`src/rtl/send_data_arbiter.sv`:
```
// send_data_arbiter
// Collects CHANNELS status bytes and serialises them round-robin onto a single
// valid/ready byte stream for the UART transmitter. In send-on-change mode only
// channels whose value moved are offered. Lost intermediate values are flagged
// per channel. An all-zero byte is never offered; ZERO_SUB is sent instead.
module send_data_arbiter #(
    parameter int               CHANNELS = 3,
    parameter int               WIDTH    = 8,
    parameter int               MODE     = 0,
    parameter logic [WIDTH-1:0] ZERO_SUB = 8'hFF,
    localparam int              CW       = (CHANNELS > 1) ? $clog2(CHANNELS) : 1
) (
    input  logic                      uart_clk,
    input  logic                      rst,
    input  logic [CHANNELS*WIDTH-1:0] data_in,
    input  logic                      tx_ready,
    output logic [WIDTH-1:0]          tx_data,
    output logic                      tx_valid,
    output logic [CW-1:0]             tx_chan,
    output logic [CHANNELS-1:0]       overrun
);

    typedef enum logic [0:0] {
        ST_IDLE = 1'b0,
        ST_SEND = 1'b1
    } state_t;

    state_t               state_r;
    logic [CW-1:0]        ptr_r;
    logic [WIDTH-1:0]     tx_data_r;
    logic                 tx_valid_r;
    logic [CW-1:0]        tx_chan_r;
    logic [CHANNELS-1:0]  overrun_r;

    logic [WIDTH-1:0]     snap_r      [CHANNELS];
    logic [WIDTH-1:0]     last_seen_r [CHANNELS];
    logic [CHANNELS-1:0]  pending_r;
    // Set when the channel's value moved while an older value of that channel
    // was being offered, so the newer value is still owed after the accept.
    logic [CHANNELS-1:0]  stale_r;

    logic [WIDTH-1:0]     din_s [CHANNELS];
    logic [CHANNELS-1:0]  eligible_s;
    logic [CHANNELS-1:0]  change_s;
    logic [CHANNELS-1:0]  load_vec_s;
    logic [CHANNELS-1:0]  acc_vec_s;
    logic [CHANNELS-1:0]  busy_vec_s;
    logic                 grant_valid_s;
    logic [CW-1:0]        grant_chan_s;
    logic                 accept_s;
    logic                 load_s;
    logic [CW-1:0]        next_ptr_s;
    logic [WIDTH-1:0]     load_byte_s;

    assign tx_data  = tx_data_r;
    assign tx_valid = tx_valid_r;
    assign tx_chan  = tx_chan_r;
    assign overrun  = overrun_r;

    // Split the flat input bus into per-channel bytes.
    always_comb begin
        for (int i = 0; i < CHANNELS; i++) begin
            din_s[i] = data_in[i*WIDTH +: WIDTH];
        end
    end

    // Per-channel control terms: change, load, accept and in-flight status.
    always_comb begin
        eligible_s = (MODE == 0) ? {CHANNELS{1'b1}} : pending_r;
        accept_s   = tx_valid_r & tx_ready;
        load_s     = (state_r == ST_IDLE) & grant_valid_s;
        for (int i = 0; i < CHANNELS; i++) begin
            change_s[i]   = (din_s[i] != last_seen_r[i]);
            load_vec_s[i] = load_s && (grant_chan_s == CW'(i));
            acc_vec_s[i]  = accept_s && (tx_chan_r == CW'(i));
            busy_vec_s[i] = (state_r == ST_SEND) && (tx_chan_r == CW'(i));
        end
    end

    // Round-robin scan starting at ptr for the first eligible channel.
    always_comb begin
        int idx;
        idx           = 0;
        grant_valid_s = 1'b0;
        grant_chan_s  = {CW{1'b0}};
        for (int k = 0; k < CHANNELS; k++) begin
            idx = int'(ptr_r) + k;
            idx = (idx >= CHANNELS) ? (idx - CHANNELS) : idx;
            if (!grant_valid_s && eligible_s[idx]) begin
                grant_valid_s = 1'b1;
                grant_chan_s  = CW'(idx);
            end else begin
                grant_valid_s = grant_valid_s;
            end
        end
    end

    // Byte to load and the pointer that follows the channel being accepted.
    // Continuous mode samples the live input so the first byte after reset is
    // the real value rather than the cleared snapshot.
    always_comb begin
        if (MODE == 0) begin
            load_byte_s = din_s[grant_chan_s];
        end else begin
            load_byte_s = snap_r[grant_chan_s];
        end
        if (tx_chan_r == CW'(CHANNELS - 1)) begin
            next_ptr_s = {CW{1'b0}};
        end else begin
            next_ptr_s = tx_chan_r + CW'(1);
        end
    end

    // Two-state transmit FSM with registered handshake outputs.
    always_ff @(posedge uart_clk or posedge rst) begin
        if (rst) begin
            state_r    <= ST_IDLE;
            ptr_r      <= {CW{1'b0}};
            tx_data_r  <= {WIDTH{1'b0}};
            tx_valid_r <= 1'b0;
            tx_chan_r  <= {CW{1'b0}};
        end else begin
            case (state_r)
                ST_IDLE: begin
                    if (grant_valid_s) begin
                        tx_data_r  <= (load_byte_s == {WIDTH{1'b0}}) ? ZERO_SUB : load_byte_s;
                        tx_chan_r  <= grant_chan_s;
                        tx_valid_r <= 1'b1;
                        state_r    <= ST_SEND;
                    end else begin
                        tx_valid_r <= 1'b0;
                    end
                end
                ST_SEND: begin
                    if (accept_s) begin
                        tx_valid_r <= 1'b0;
                        ptr_r      <= next_ptr_s;
                        state_r    <= ST_IDLE;
                    end else begin
                        state_r    <= ST_SEND;
                    end
                end
                default: begin
                    tx_valid_r <= 1'b0;
                    state_r    <= ST_IDLE;
                end
            endcase
        end
    end

    // Per-channel snapshot, change detection, pending and overrun tracking.
    always_ff @(posedge uart_clk or posedge rst) begin
        if (rst) begin
            for (int i = 0; i < CHANNELS; i++) begin
                snap_r[i]      <= {WIDTH{1'b0}};
                last_seen_r[i] <= {WIDTH{1'b0}};
            end
            pending_r <= {CHANNELS{1'b0}};
            stale_r   <= {CHANNELS{1'b0}};
            overrun_r <= {CHANNELS{1'b0}};
        end else begin
            for (int i = 0; i < CHANNELS; i++) begin
                if (MODE == 0) begin
                    snap_r[i] <= din_s[i];
                end else begin
                    if (change_s[i]) begin
                        last_seen_r[i] <= din_s[i];
                        snap_r[i]      <= din_s[i];
                    end
                    if (acc_vec_s[i]) begin
                        pending_r[i] <= change_s[i] | stale_r[i];
                        stale_r[i]   <= 1'b0;
                    end else if (change_s[i]) begin
                        pending_r[i] <= 1'b1;
                        stale_r[i]   <= stale_r[i] | load_vec_s[i] | busy_vec_s[i];
                        if (pending_r[i]) begin
                            overrun_r[i] <= 1'b1;
                        end
                    end
                end
            end
        end
    end

endmodule

```
`config.mk`:
```
export PLATFORM = sky130hd
export DESIGN_NAME = send_data_arbiter
export DESIGN_NICKNAME = d
export VERILOG_FILES = /design/src/rtl/send_data_arbiter.sv
export SDC_FILE = /design/constraint.sdc
export NUM_CORES = 1
export LEC_CHECK = 0
export CAP_MARGIN = 0
export CORE_UTILIZATION = 40
export DETAILED_ROUTE_END_ITERATION = 16
export GPL_ROUTABILITY_DRIVEN = 0
export PLACE_DENSITY = 0.85
export SYNTH_ARGS = -nofsm -noshare
export SYNTH_HDL_FRONTEND = slang
export SYNTH_SLANG_ARGS = --single-unit
```
`constraint.sdc`:
```
create_clock -name uart_clk -period 2.6 [get_ports uart_clk]
set_clock_uncertainty 0.1 [all_clocks]
set_input_delay 0.52 -clock uart_clk [delete_from_list [all_inputs] [get_ports uart_clk]]
set_output_delay 0.52 -clock uart_clk [all_outputs]
set_load 0.03 [all_outputs]
```
==> metrics.md <==
| Metric | Value |
|---|---|
| Synth-to-Final Area Change | 45.2% |
| EDFF count, synth | 0 |
| Initial cell density of the core | ~44% |
| Worst reg2reg setup slack | 0.26 ns |
| Power, Total | roughly 1.4 mW |
| XOR/XNOR Fraction of Synth Area | 0% |
| N_diodes | 0 |
| Die H | approximately 49 um |
| R2R cell count | 7 |
| Tcrit/Tclk final | approximately nine tenths |
| Post-route DRC | 0 |
| Adder-Cell Fraction of Synth Area | roughly 4.2% |
| Router iterations before antenna repair | 4 |
| FFs w/ async S/R, synth | 100% |
| All-Layer GR Usage | between 15 and 20% |
| Post-synth top area share | between 30 and 40% |
| Remaining antenna violation count | 0 |
| Final setup fails | 0 |
| Worst Setup SP | ptr_r[0] |
| Hold Crit Class | reg -> reg |
| Avg Cell Area, Syn | 9.79 um^2 |
| Synth Area in Compound Gates | 19.5% |
| Largest family of logic cells by synthesized area | compound AO/OA/AOI/OAI gates |
| Fmax | about 0.43 GHz |
| Fin area | 1290 um^2 |
| WL/cell | between 10 and 15 um |
| Fin util | 64.0% |
| Most frequent cells in the layout | 37 x clkdlybuf4s50_1, 14 x dfrtp_1, 13 x nand2_1 |
| Clock Latency Late Sink | around 0.27 ns |
| Port bufs | 37 |
| Type of origin of the critical path | flip-flop |
| Setup TNS | 0 ns |
| Minimum clock period | ~2.3 ns |
| Most common cell after layout, fill and taps aside | clkdlybuf4s50_1 |
| Pwr dens | 1060 nW/um^2 |
| Clk root buf | clkbuf_4 |
| Hold buffer count at cts | 0 |
| Synth Area in Simple Gates | between 15 and 20% |
| Worst setup path category | reg -> reg |
| Initial antenna violation count | 0 |
| Hold Fails Final Rpt | 0 |
| Max Root-Sink Buffers | 2 |
| RR Startpoint | ptr_r[0] |
| Crit path capture | tx_data[2] |
| Vias per cell | between 5 and 6 |
| Top cells by area, synth | dfrtp_1 39%, mux2i_1 9.0%, a2bb2oi_1 5.9% |
| Synth Register Bits | 14 |
| RSZ-0062 raised after global routing | no |
| Final global-route overflow total | 0 |
| Final WL | between 2000 and 2500 um |
| Post-CTS Setup Bufs | 0 |
| Critical Path Sink Type | flip-flop |
| Max cap viols | 0 |
| Core area | slightly above 2000 um^2 |
| Worst slew pin tran | just under 0.7 ns |
| Max-slew headroom | 54.8% |
| Clk slew on worst S/H paths | approximately 0.090 ns |
| Detailed Place HPWL | around 1600 um |
| Synthesized instance count | between 90 and 100 |
| Primary FF master, synth | dfrtp_1 |
| Largest net degree at the start of global routing | 24 |
| H-tree Lvls | 1 |
| Status | completed |
| Die area | 2420 um^2 |
| Post-synth top area cell | dfrtp_1 |
| WP data arrival | approximately 2.4 ns |
| Row count | 16 |
| Cell leakage power | about 0.54 nW |
| Ys Warns | 0 |
| WP data required | approximately 2.7 ns |
| Via count | just over 800 |
| 1st-iter DRT viols | 19 |
| Clock sinks | 14 |
| First-pass GRT wire length | between 3000 and 4000 um |
| Critical-path maximum fanout | 14 |
| Vias in the first global route | between 800 and 900 |
| CTS resizes | 0 |
| Layout cells sized above 1 | approximately 8.5% |
| Max Slew Vio Count | 0 |
| CTS tree | yes |
| Max VDD drop | 0.000679 V |
| Cell variety after synth | 28 |
| Placed cell area | ~1300 um^2 |
| Boundary Pins | a little over 40 |
| Fill cell count | approximately 180 |
| Seq/Total Area, Yosys | 39.3% |
| Mux cell area share after synthesis | between 10% and 20% |
| Worst reg2reg path endpoint | tx_data[2] |
| Cts bufs inserted | 3 |
| Die X | 49.2 um |
| Final Net Count | 160 |
| Mapped cell area | just under 900 um^2 |
## cell type report
cell class / count / area [um^2] / share of cell area [%]
Clock buffer: 4 / 36.3 / 2.80
Inverter: 4 / 15.0 / 1.16
Multi-Input combinational cell: 67 / 465 / 36.0
Sequential cell: 14 / 350 / 27.1
Tap cell: 27 / 33.8 / 2.61
Timing Repair Buffer: 40 / 393 / 30.4
## power by group
part	leakage, nW	switching [mW]	internal (mW)
Clock	0.0210	0.0679	0.0851
Sequential	0.171	0.0696	0.311
Combinational	0.346	0.446	0.393
Total	0.538	0.584	0.789
## worst min-delay path by stage
stage               startpoint          to  slack [ns]  depth (start not counted)
finish              tx_data[7]  tx_data[7]        0.40                          2
global route        tx_data[7]  tx_data[7]        0.44                          2
CTS                 tx_data[7]  tx_data[7]        0.40                          2
detailed placement  tx_data[7]  tx_data[7]        0.38                          2
global placement    tx_data[7]  tx_data[7]        0.38                          2
floorplan                  rst    ptr_r[0]        0.31                          1
## layer usage
| metal | up-vias | GRT usage, % | routed length, um |
|---|---|---|---|
| li1 | 405 | - | - |
| met1 | 391 | 22.1 | 898 |
| met2 | 26 | 36.1 | 1010 |
| met3 | 0 | 5.30 | 106 |
| met4 | 0 | 2.94 | 0 |
| met5 | - | 0 | 0 |
## cell usage after synthesis, types with 2 or more instances
library cell	n
a2bb2oi_1	6
buf_4	3
buf_6	2
dfrtp_1	14
ha_1	3
inv_1	4
mux2_2	2
mux2i_1	8
nand2_1	13
nand2b_1	3
nand4_1	3
nor2_1	2
nor3_1	2
o21ai_0	7
o221ai_1	4
o31a_1	2
or4_1	2
## critical path, stage by stage, from the launching register on
cell and delay (ns):
dfrtp_1 0.40, inv_1 0.06, ha_1 0.34, and2b_4 0.28, a2bb2oi_1 0.30, nand4_1 0.13, or4_1 0.45, o221ai_1 0.18
## state kept, by name (all words and copies together) (netlist names)
register,cells
tx_valid,1
ptr_r,2
tx_data,8
state_r,1
tx_chan,2
## logic make-up after synthesis
family	count (synthesis)
adders and majority gates	3
buffers and inverters	12
muxes	10
and+or+nand+nor	28
other	1
DFF	14
AOI/OAI and AO/OA	23
## metrics by stage
step                hold slack [ns]  instances  setup WS (ns)
finish                        0.397        156          0.265
global route                  0.445        156         0.0499
CTS                           0.397        156          0.243
detailed placement            0.377        152          0.262
global placement              0.384        152          0.284
floorplan                     0.309         93          0.503
No activity file was read; power rests on OpenSTA's default activity.
